`config.mk`:
```
export PLATFORM = sky130hd
export DESIGN_NAME = nap_timer_controller_flat
export DESIGN_NICKNAME = d
export VERILOG_FILES = /design/src/rtl/nap_timer_controller_if.sv /design/src/rtl/nap_timer_controller.sv /design/src/flat_wrapper.sv
export SDC_FILE = /design/constraint.sdc
export NUM_CORES = 1
export LEC_CHECK = 0
export CORE_UTILIZATION = 35
export CTS_CLUSTER_SIZE = 28
export DETAILED_ROUTE_END_ITERATION = 6
export GPL_ROUTABILITY_DRIVEN = 0
export SYNTH_ARGS = -nofsm -noshare
export SYNTH_HDL_FRONTEND = slang
export SYNTH_SLANG_ARGS = --single-unit
```
`constraint.sdc`:
```
create_clock -name clock -period 2.6 [get_ports clock]
set_input_delay 0.65 -clock clock [delete_from_list [all_inputs] [get_ports clock]]
set_output_delay 0.65 -clock clock [all_outputs]
set_load 0.02 [all_outputs]
```
`src/rtl/nap_timer_controller_if.sv`:
```
// rtl/nap_timer_controller_if.sv - handshake bundle between the nap sequencer and the keypad time-setting block
//
// Signals
//   setting_en     controller -> setting block : enable keypad entry
//   set_load       setting block -> controller : set_* digits valid this cycle
//   set_complete   setting block -> controller : '#' accepted, entry finished
//   set_hour10 .. set_second1  setting block -> controller : 4-bit BCD digits (unclamped)
// Modports
//   master : the nap sequencer side
//   slave  : the keypad time-setting block side

interface nap_timer_controller_if;
    logic       setting_en;
    logic       set_load;
    logic       set_complete;
    logic [3:0] set_hour10;
    logic [3:0] set_hour1;
    logic [3:0] set_minute10;
    logic [3:0] set_minute1;
    logic [3:0] set_second10;
    logic [3:0] set_second1;

    modport master (
        output setting_en,
        input  set_load,
        input  set_complete,
        input  set_hour10,
        input  set_hour1,
        input  set_minute10,
        input  set_minute1,
        input  set_second10,
        input  set_second1
    );

    modport slave (
        input  setting_en,
        output set_load,
        output set_complete,
        output set_hour10,
        output set_hour1,
        output set_minute10,
        output set_minute1,
        output set_second10,
        output set_second1
    );
endinterface

```
`src/rtl/nap_timer_controller.sv`:
```
// rtl/nap_timer_controller.sv - nap countdown sequencer: hh:mm:ss BCD register, keypad setting, 1 Hz countdown, wake alarm
//
// Parameters
//   ALARM_SECS  ticks the alarm stays up before returning to IDLE (1..255)
//   SNOOZE_MIN  minutes loaded on snooze (single BCD digit, 1..9)
// Ports
//   clock, reset        system clock, synchronous active-low reset
//   tick                1 Hz strobe, one clock wide
//   mode_key            enter setting / snooze (one-cycle pulse)
//   start_key           start/pause toggle, stop alarm (one-cycle pulse)
//   cancel_key          abort and clear time (one-cycle pulse)
//   set_bus             handshake with keypad setting block (master side)
//   hour10 .. second1   registered BCD time digits
//   state               registered state encoding
//   running, alarm      registered status flags

module nap_timer_controller #(
    parameter int ALARM_SECS = 30,
    parameter int SNOOZE_MIN = 5
) (
    input  logic                            clock,
    input  logic                            reset,
    input  logic                            tick,
    input  logic                            mode_key,
    input  logic                            start_key,
    input  logic                            cancel_key,
    nap_timer_controller_if.master          set_bus,
    output logic [3:0]                      hour10,
    output logic [3:0]                      hour1,
    output logic [3:0]                      minute10,
    output logic [3:0]                      minute1,
    output logic [3:0]                      second10,
    output logic [3:0]                      second1,
    output logic [2:0]                      state,
    output logic                            running,
    output logic                            alarm
);

    typedef enum logic [2:0] {
        ST_IDLE    = 3'd0,
        ST_SETTING = 3'd1,
        ST_ARMED   = 3'd2,
        ST_RUNNING = 3'd3,
        ST_PAUSED  = 3'd4,
        ST_ALARM   = 3'd5,
        ST_RSVD6   = 3'd6,
        ST_RSVD7   = 3'd7
    } state_e;

    localparam logic [7:0] ALARM_LAST = 8'(ALARM_SECS - 1);
    localparam logic [3:0] SNOOZE_DIG = 4'(SNOOZE_MIN);

    // Time register packed as {hour10, hour1, minute10, minute1, second10, second1}.
    state_e      state_q, state_d;
    logic [23:0] time_q, time_d;
    logic [7:0]  alarm_cnt_q, alarm_cnt_d;
    logic        running_q, running_d;
    logic        alarm_q, alarm_d;
    logic        setting_en_q, setting_en_d;

    // One-second BCD decrement; each digit borrows from the next when it is 0.
    function automatic logic [23:0] bcd_dec(input logic [23:0] t);
        logic [23:0] r;
        r = t;
        if (t[3:0] != 4'd0) begin
            r[3:0] = t[3:0] - 4'd1;
        end else begin
            r[3:0] = 4'd9;
            if (t[7:4] != 4'd0) begin
                r[7:4] = t[7:4] - 4'd1;
            end else begin
                r[7:4] = 4'd5;
                if (t[11:8] != 4'd0) begin
                    r[11:8] = t[11:8] - 4'd1;
                end else begin
                    r[11:8] = 4'd9;
                    if (t[15:12] != 4'd0) begin
                        r[15:12] = t[15:12] - 4'd1;
                    end else begin
                        r[15:12] = 4'd5;
                        if (t[19:16] != 4'd0) begin
                            r[19:16] = t[19:16] - 4'd1;
                        end else begin
                            r[19:16] = 4'd9;
                            r[23:20] = t[23:20] - 4'd1;
                        end
                    end
                end
            end
        end
        return r;
    endfunction

    function automatic logic [3:0] clamp(input logic [3:0] d, input logic [3:0] lim);
        return (d > lim) ? lim : d;
    endfunction

    logic [23:0] load_time;
    logic [23:0] dec_time;

    always_comb begin
        load_time = {clamp(set_bus.set_hour10,   4'd9),
                     clamp(set_bus.set_hour1,    4'd9),
                     clamp(set_bus.set_minute10, 4'd5),
                     clamp(set_bus.set_minute1,  4'd9),
                     clamp(set_bus.set_second10, 4'd5),
                     clamp(set_bus.set_second1,  4'd9)};
        dec_time  = bcd_dec(time_q);
    end

    always_comb begin
        state_d     = state_q;
        time_d      = time_q;
        alarm_cnt_d = alarm_cnt_q;

        // cancel outranks every other key; in IDLE it simply swallows the cycle.
        if (cancel_key) begin
            state_d     = ST_IDLE;
            time_d      = 24'd0;
            alarm_cnt_d = 8'd0;
        end else begin
            case (state_q)
                ST_IDLE: begin
                    if (start_key) begin
                        if (time_q != 24'd0) state_d = ST_RUNNING;
                    end else if (mode_key) begin
                        state_d = ST_SETTING;
                    end
                end
                ST_SETTING: begin
                    // A load in the same cycle as complete is judged on the loaded value.
                    if (set_bus.set_load) time_d = load_time;
                    if (set_bus.set_complete) begin
                        state_d = (time_d != 24'd0) ? ST_ARMED : ST_IDLE;
                    end
                end
                ST_ARMED: begin
                    if (start_key)     state_d = ST_RUNNING;
                    else if (mode_key) state_d = ST_SETTING;
                end
                ST_RUNNING: begin
                    if (tick) begin
                        time_d = dec_time;
                        if (dec_time == 24'd0) begin
                            state_d     = ST_ALARM;
                            alarm_cnt_d = 8'd0;
                        end else if (start_key) begin
                            state_d = ST_PAUSED;
                        end
                    end else if (start_key) begin
                        state_d = ST_PAUSED;
                    end
                end
                ST_PAUSED: begin
                    if (start_key)     state_d = ST_RUNNING;
                    else if (mode_key) state_d = ST_SETTING;
                end
                ST_ALARM: begin
                    if (start_key) begin
                        state_d     = ST_IDLE;
                        alarm_cnt_d = 8'd0;
                    end else if (mode_key) begin
                        time_d      = {8'h00, 4'd0, SNOOZE_DIG, 8'h00};
                        alarm_cnt_d = 8'd0;
                        state_d     = ST_RUNNING;
                    end else if (tick) begin
                        if (alarm_cnt_q == ALARM_LAST) begin
                            state_d     = ST_IDLE;
                            alarm_cnt_d = 8'd0;
                        end else begin
                            alarm_cnt_d = alarm_cnt_q + 8'd1;
                        end
                    end
                end
                default: state_d = ST_IDLE;
            endcase
        end

        // Status flags are decoded from the next state so they line up with state_q.
        running_d    = (state_d == ST_RUNNING);
        alarm_d      = (state_d == ST_ALARM);
        setting_en_d = (state_d == ST_SETTING);
    end

    always_ff @(posedge clock) begin
        if (!reset) begin
            state_q      <= ST_IDLE;
            time_q       <= 24'd0;
            alarm_cnt_q  <= 8'd0;
            running_q    <= 1'b0;
            alarm_q      <= 1'b0;
            setting_en_q <= 1'b0;
        end else begin
            state_q      <= state_d;
            time_q       <= time_d;
            alarm_cnt_q  <= alarm_cnt_d;
            running_q    <= running_d;
            alarm_q      <= alarm_d;
            setting_en_q <= setting_en_d;
        end
    end

    assign hour10             = time_q[23:20];
    assign hour1              = time_q[19:16];
    assign minute10           = time_q[15:12];
    assign minute1            = time_q[11:8];
    assign second10           = time_q[7:4];
    assign second1            = time_q[3:0];
    assign state              = state_q;
    assign running            = running_q;
    assign alarm              = alarm_q;
    assign set_bus.setting_en = setting_en_q;

endmodule

```
`src/flat_wrapper.sv`:
```
// flat-port wrapper written by rule: the top's interface ports become plain ports
module nap_timer_controller_flat 
#(
    parameter int ALARM_SECS = 30,
    parameter int SNOOZE_MIN = 5
)
  (clock, reset, tick, mode_key, start_key, cancel_key, hour10, hour1, minute10, minute1, second10, second1, state, running, alarm, set_bus_setting_en, set_bus_set_load, set_bus_set_complete, set_bus_set_hour10, set_bus_set_hour1, set_bus_set_minute10, set_bus_set_minute1, set_bus_set_second10, set_bus_set_second1);
  nap_timer_controller_if set_bus_i ();
  input  logic clock;
  input  logic reset;
  input  logic tick;
  input  logic mode_key;
  input  logic start_key;
  input  logic cancel_key;
  output logic [3:0] hour10;
  output logic [3:0] hour1;
  output logic [3:0] minute10;
  output logic [3:0] minute1;
  output logic [3:0] second10;
  output logic [3:0] second1;
  output logic [2:0] state;
  output logic running;
  output logic alarm;
  output wire logic [$bits(set_bus_i.setting_en)-1:0] set_bus_setting_en;
  input wire logic [$bits(set_bus_i.set_load)-1:0] set_bus_set_load;
  input wire logic [$bits(set_bus_i.set_complete)-1:0] set_bus_set_complete;
  input wire logic [$bits(set_bus_i.set_hour10)-1:0] set_bus_set_hour10;
  input wire logic [$bits(set_bus_i.set_hour1)-1:0] set_bus_set_hour1;
  input wire logic [$bits(set_bus_i.set_minute10)-1:0] set_bus_set_minute10;
  input wire logic [$bits(set_bus_i.set_minute1)-1:0] set_bus_set_minute1;
  input wire logic [$bits(set_bus_i.set_second10)-1:0] set_bus_set_second10;
  input wire logic [$bits(set_bus_i.set_second1)-1:0] set_bus_set_second1;
  assign set_bus_setting_en = set_bus_i.setting_en;
  assign set_bus_i.set_load = set_bus_set_load;
  assign set_bus_i.set_complete = set_bus_set_complete;
  assign set_bus_i.set_hour10 = set_bus_set_hour10;
  assign set_bus_i.set_hour1 = set_bus_set_hour1;
  assign set_bus_i.set_minute10 = set_bus_set_minute10;
  assign set_bus_i.set_minute1 = set_bus_set_minute1;
  assign set_bus_i.set_second10 = set_bus_set_second10;
  assign set_bus_i.set_second1 = set_bus_set_second1;
  nap_timer_controller #(.ALARM_SECS(ALARM_SECS), .SNOOZE_MIN(SNOOZE_MIN)) u_core (.clock(clock), .reset(reset), .tick(tick), .mode_key(mode_key), .start_key(start_key), .cancel_key(cancel_key), .set_bus(set_bus_i), .hour10(hour10), .hour1(hour1), .minute10(minute10), .minute1(minute1), .second10(second10), .second1(second1), .state(state), .running(running), .alarm(alarm));
endmodule
```
Word level (Yosys, flattened, before mapping)
Cells that the tools add are included.
{"block": "totals", "word_cells": 94, "out_inout_bits": 30, "inputBits": 32, "regBits": 38}
{"block": "op_classes", "magnitude_cmp": 6, "n_eq_ne": 14, "reduce_logical": 15, "n_addsub": 7, "bitwise_logic": 1, "mux": 45}
{"operator": "2-to-1 mux 24 bit", "n": 6}
{"operator": "one-hot mux 24 bit (3 select lines)", "n": 1}
{"operator": "2-to-1 mux 8 bit", "n": 7}
{"operator": "2-to-1 mux 4 bit", "n": 12}
{"operator": "nonzero test 24 bit", "n": 2}
{"operator": "2-to-1 mux 3 bit", "n": 13}
{"operator": "zero test 24 bit", "n": 1}
{"operator": "subtractor 4 x 1 -> 4 bit, second input constant", "n": 6}
{"operator": "2-to-1 mux 20 bit", "n": 1}
{"operator": "nonzero test 4 bit", "n": 5}
{"operator": "> comparator 4 bit, second input constant", "n": 4}
{"operator": "2-to-1 mux 16 bit", "n": 1}
{"operator": "one-hot mux 8 bit (2 select lines)", "n": 1}
{"operator": "one-hot mux 3 bit (5 select lines)", "n": 1}
{"operator": "2-to-1 mux 12 bit", "n": 1}
{"operator": "== test 3 x 2 -> 1 bit, second input constant", "n": 3}
{"operator": "== test 3 bit, second input constant", "n": 3}
{"operator": "adder 8 x 1 -> 8 bit, second input constant", "n": 1}
{"operator": "== test 8 x 5 -> 1 bit, second input constant", "n": 1}
{"operator": "> comparator 4 x 3 -> 1 bit, second input constant", "n": 2}
{"operator": "AND reduction 4 bit", "n": 2}
{"operator": "== test 3 x 1 -> 1 bit, second input constant", "n": 2}
{"operator": "inequality test 2 bit, second input constant", "n": 3}
{"operator": "inequality test 4 bit, second input constant", "n": 1}
{"operator": "other kinds (7)", "n": 8}

Depth between registers and ports, before layout
{"block": "depth", "depth_word": 12, "ltp_mapped": 10, "ltp_nobuf": 8}

Least setup slack after synthesis
No wires, ideal clock.
{"block": "synth_path", "path_kind": "input-to-reg", "startpoint": "input set_bus_set_load", "endpoint": "register u_core.time_q[5]", "setup_slack_ps": 362, "path_stages": 8, "setup_ps": 70, "arrival_ps": 2169, "t_required_ps": 2530, "path_cell_list": "clkbuf_1 -> clkbuf_1 -> buf_2 -> buf_1 -> nand2_1 -> o32ai_1 -> a2bb2oi_1 -> a21oi_1"}
{"block": "synth_between", "elab_chain_len": 4}
{"item": "start, declared", "line": "flat_wrapper.sv:25", "rtl": "input wire logic [$bits(set_bus_i.set_load)-1:0] set_bus_set_load;"}
{"item": "2-to-1 mux 24 bit", "line": "nap_timer_controller.sv:132", "rtl": "if (set_bus.set_load) time_d = load_time;"}
{"item": "2-to-1 mux 24 bit", "line": "nap_timer_controller.sv:122", "rtl": "case (state_q)"}
{"item": "2-to-1 mux 24 bit", "line": "nap_timer_controller.sv:117", "rtl": "if (cancel_key) begin"}
{"item": "one-hot mux 24 bit (3 select lines)", "line": "nap_timer_controller.sv:122"}
{"item": "end signal, assigned", "line": "nap_timer_controller.sv:195", "rtl": "time_q <= time_d;"}
{"item": "end, declared", "line": "nap_timer_controller.sv:55", "rtl": "logic [23:0] time_q, time_d;"}
No other way between the ends. The select of a mux whose other input is x is not followed.
A chain may end at the register's enable or synchronous reset.

Final worst setup path
{"block": "layout_path", "startpoint": "input set_bus_set_load", "endpoint": "register u_core.setting_en_q (netlist: u_core.set_bus.setting_en)"}
{"block": "layout_between", "elab_chain_len": 9}
{"item": "2-to-1 mux 24 bit", "line": "nap_timer_controller.sv:132"}
{"item": "2-to-1 mux 24 bit", "line": "nap_timer_controller.sv:122"}
{"item": "2-to-1 mux 24 bit", "line": "nap_timer_controller.sv:117"}
{"item": "nonzero test 24 bit", "line": "nap_timer_controller.sv:134", "rtl": "state_d = (time_d != 24'd0) ? ST_ARMED : ST_IDLE;"}
{"item": "2-to-1 mux 2 bit", "line": "nap_timer_controller.sv:134"}
{"item": "2-to-1 mux 3 bit", "line": "nap_timer_controller.sv:133", "rtl": "if (set_bus.set_complete) begin"}
{"item": "one-hot mux 3 bit (5 select lines)", "line": "nap_timer_controller.sv:122"}
{"item": "2-to-1 mux 3 bit", "line": "nap_timer_controller.sv:117"}
{"item": "== test 3 x 1 -> 1 bit", "line": "nap_timer_controller.sv:182", "rtl": "setting_en_d = (state_d == ST_SETTING);"}
{"item": "end signal, assigned", "line": "nap_timer_controller.sv:199", "rtl": "setting_en_q <= setting_en_d;"}
{"item": "end, declared", "line": "nap_timer_controller.sv:59", "rtl": "logic setting_en_q, setting_en_d;"}
No other way between the ends. The select of a mux whose other input is x is not followed.

==> run summary <==
Rows: 33
GRT Util Overall: 23.5%
initial antenna violation count: 0
number of vias per cell: 5.86
Syn Area/Cell: 7.37 um2
fmax: 407 MHz
post-synthesis instance total: 415
total core area: 8340 um2
final cell count without fillers: 613
Design Area, Final: 4160 um2
Slew Limit Headroom: 63.5%
CTS tree: yes
nets@finish: 544
initial core utilization: 36.6%
status: finished clean
Setup Fix Bufs, Post-CTS: 0
LEAKAGE: 0.00155 uW
Pre-antenna DRT Iters: 5
clock sinks: 38
crit-path cells: clkdlybuf4s50_1 -> buf_4 -> nor3b_1 -> a31oi_1 -> nor4_2 -> nand4_1 -> a21oi_2 -> nor4bb_1
Clock Skews: 0.00926 ns
Tcrit/Tclk final: 94.5%
Yosys top cell area share: 24.9%
Antenna Nets Post-Route: 0
arrival time of the worst setup path: 2.67 ns
chip width: 95.5 um
RSZ-0062 raised after global routing: no
crit-path max FO: 4
clock root buffer: clkbuf_8
Initial DRC Count: 253
hold slack: 0.505 ns
gr ovfl total: 0
CTS H-tree depth: 2
maxcap violations: 0
Post-synth EDFFs: 0
clock-pin slew on the worst setup and hold paths: 0.08 ns
slowest cell delay on critical path: 0.55 ns
final wirelength: 10500 um
I/O Pins: 62
fin crit period: 2.46 ns
Post-CTS Resized: 0
DIE HEIGHT: 95.5 um
area delta synth->final: 36.1%
Critical Path RT: 2.81 ns
Seq/Total Area, Yosys: 24.9%
worst setup path class: input port to flop
WL/cell: 17.1 um
dpl hpwl: 7940 um
Setup Total Neg Slack: 0 ns
pin count of the biggest net entering global routing: 24
post-placement cell count: 606
Peak VDD IR: 0.173 mV
Area after DPL: 4040 um2
Pwr Density: 413 nW/um2
Pins Over Slew Limit: 0
Syn Nets: 451
Async SR Flop Fraction: 0%
vias in the first global route: 3429
CTS max path bufs: 2
synth top area cells: dfxtp_1 (25%), nor2_1 (6.0%), o21ai_0 (5.2%)
Power Total: 1720 uW
Mapped Area: 3060 um2
number of remaining DRC errors: 0
critical path launch point type: input port
full die area: 9110 um2
yosys warns: 0
Worst setup EP type: flop
layout cells sized above 1: 17.1%
Setup Viol. Count Final: 0
Main synth FF type: dfxtp_1
Slowest-stage cell, CP: clkdlybuf4s50_1
hold crit path type: flop to flop
CTS Hold Bufs: 0
measured slew at the worst slew-check pin: 0.547 ns
first-pass GRT wire length: 16700 um
antenna diode count: 0
cts bufs inserted: 5
clock latency at the later pin of the worst-skew pair: 0.30 ns
via count: 3595
PortBufs: 61
cell taking the most area after synthesis: dfxtp_1
Final Hold Fails: 0
Synth cell types: 72
Seq cells post-synth: 38
[area by class of cell]
class	count	area, um2
fillers	836	4180
clock inverters	1	30.0
multi-input cells	332	2090
well taps	105	131
flip-flops and latches	38	761
clock buffers	6	82.6
inverters	19	71.3
repair buffers	112	993
[cells by family (layout without fill, tap and decap cells)]
logic type               Yosys count  in the layout  share of synthesized area (%)
AO/OA/AOI/OAI                    142            142                           31.6
XOR/XNOR                           2              2                          0.573
adder cells (fa/ha/maj)            4              4                           1.64
buffers and inverters             45            138                           7.12
flip-flops                        38             38                           24.9
multiplexers                       8              8                           2.62
AND/OR/NAND/NOR                  176            176                           31.6
[critical path, delay by kind of cell]
kind,cells,cell delay [ns]
AOI/OAI and AO/OA,2,0.37
buffers and inverters,2,0.71
and+or+nand+nor,4,0.92
[power breakdown]
part,switching (uW),internal [uW]
combinational,302,264
sequential,24.5,597
clock,225,307
[registers in the layout (all words and copies together), names as in the netlist]
| register | flops |
|---|---|
| u_core.running | 1 |
| u_core.state | 3 |
| u_core.set_bus.setting_en | 1 |
| u_core.alarm | 1 |
| u_core.alarm_cnt_q | 8 |
| u_core.time_q | 24 |
[stage by stage]
step,util (%),worst slack [ns]
after floorplan,-,0.362
final,49.9,0.144
after CTS,49.7,0.0603
after global routing,49.9,0.00525
after global placement,48.4,-0.0724
after detailed placement,48.4,-0.222
[cell usage in the layout, fill, tap and decap left out, types with 8 or more instances in the layout]
master / n
a31oi_1: 10
nor2_1: 49
inv_1: 19
mux2i_1: 8
nor4_1: 10
clkdlybuf4s50_1: 61
o21ai_0: 32
nor2b_1: 9
nor3_1: 15
nand2_1: 27
a21oi_1: 31
dfxtp_1: 38
buf_4: 51
[final timing paths]
kind | from | endpoint | slack [ns] | cells after the start
max | set_bus_set_load | u_core.set_bus.setting_en$_SDFF_PN0_ | 0.14 | 8
min reg2reg | u_core.alarm_cnt_q[7]$_SDFFE_PP0P_ | u_core.alarm_cnt_q[7]$_SDFFE_PP0P_ | 0.51 | 2
min | u_core.alarm_cnt_q[7]$_SDFFE_PP0P_ | u_core.alarm_cnt_q[7]$_SDFFE_PP0P_ | 0.51 | 2
max reg2reg | u_core.time_q[1]$_SDFFE_PP0P_ | u_core.set_bus.setting_en$_SDFF_PN0_ | 0.27 | 6
[synth_stat cells, types with 2 or more instances]
master      n
o21ai_0    32
nor4b_1     2
nand2b_1    6
ha_1        4
a221oi_1    2
nor3b_1     3
nand2_2     2
nor4_1     11
o21a_1      6
buf_4       3
o32ai_1     2
o21ai_1     7
a21oi_1    31
o221ai_1    3
or2_2       3
a31oi_1    10
buf_1       2
and3_1      7
nand4_1     7
a211oi_1    7
and3_2      2
o31ai_2     2
a2bb2oi_1   7
and2_1      3
nor2_1     49
nand2_1    27
nor3_1     15
or3_1       5
nor2b_1     9
inv_1      19
o31a_1      5
mux2i_1     8
clkbuf_1   15
and4_2      3
dfxtp_1    38
nand3_1     7
buf_6       4
o22ai_1     4
nand3b_1    5
a22oi_1     6
[layer usage]
| layer | up-vias | wire (um) | GRT usage [%] |
|---|---|---|---|
| li1 | 1734 | - | - |
| met1 | 1709 | 4870 | 32.1 |
| met2 | 137 | 4870 | 38.0 |
| met3 | 15 | 612 | 3.43 |
| met4 | 0 | 137 | 6.97 |
| met5 | - | 0 | 0 |
Power figures use the tool's default switching activity.
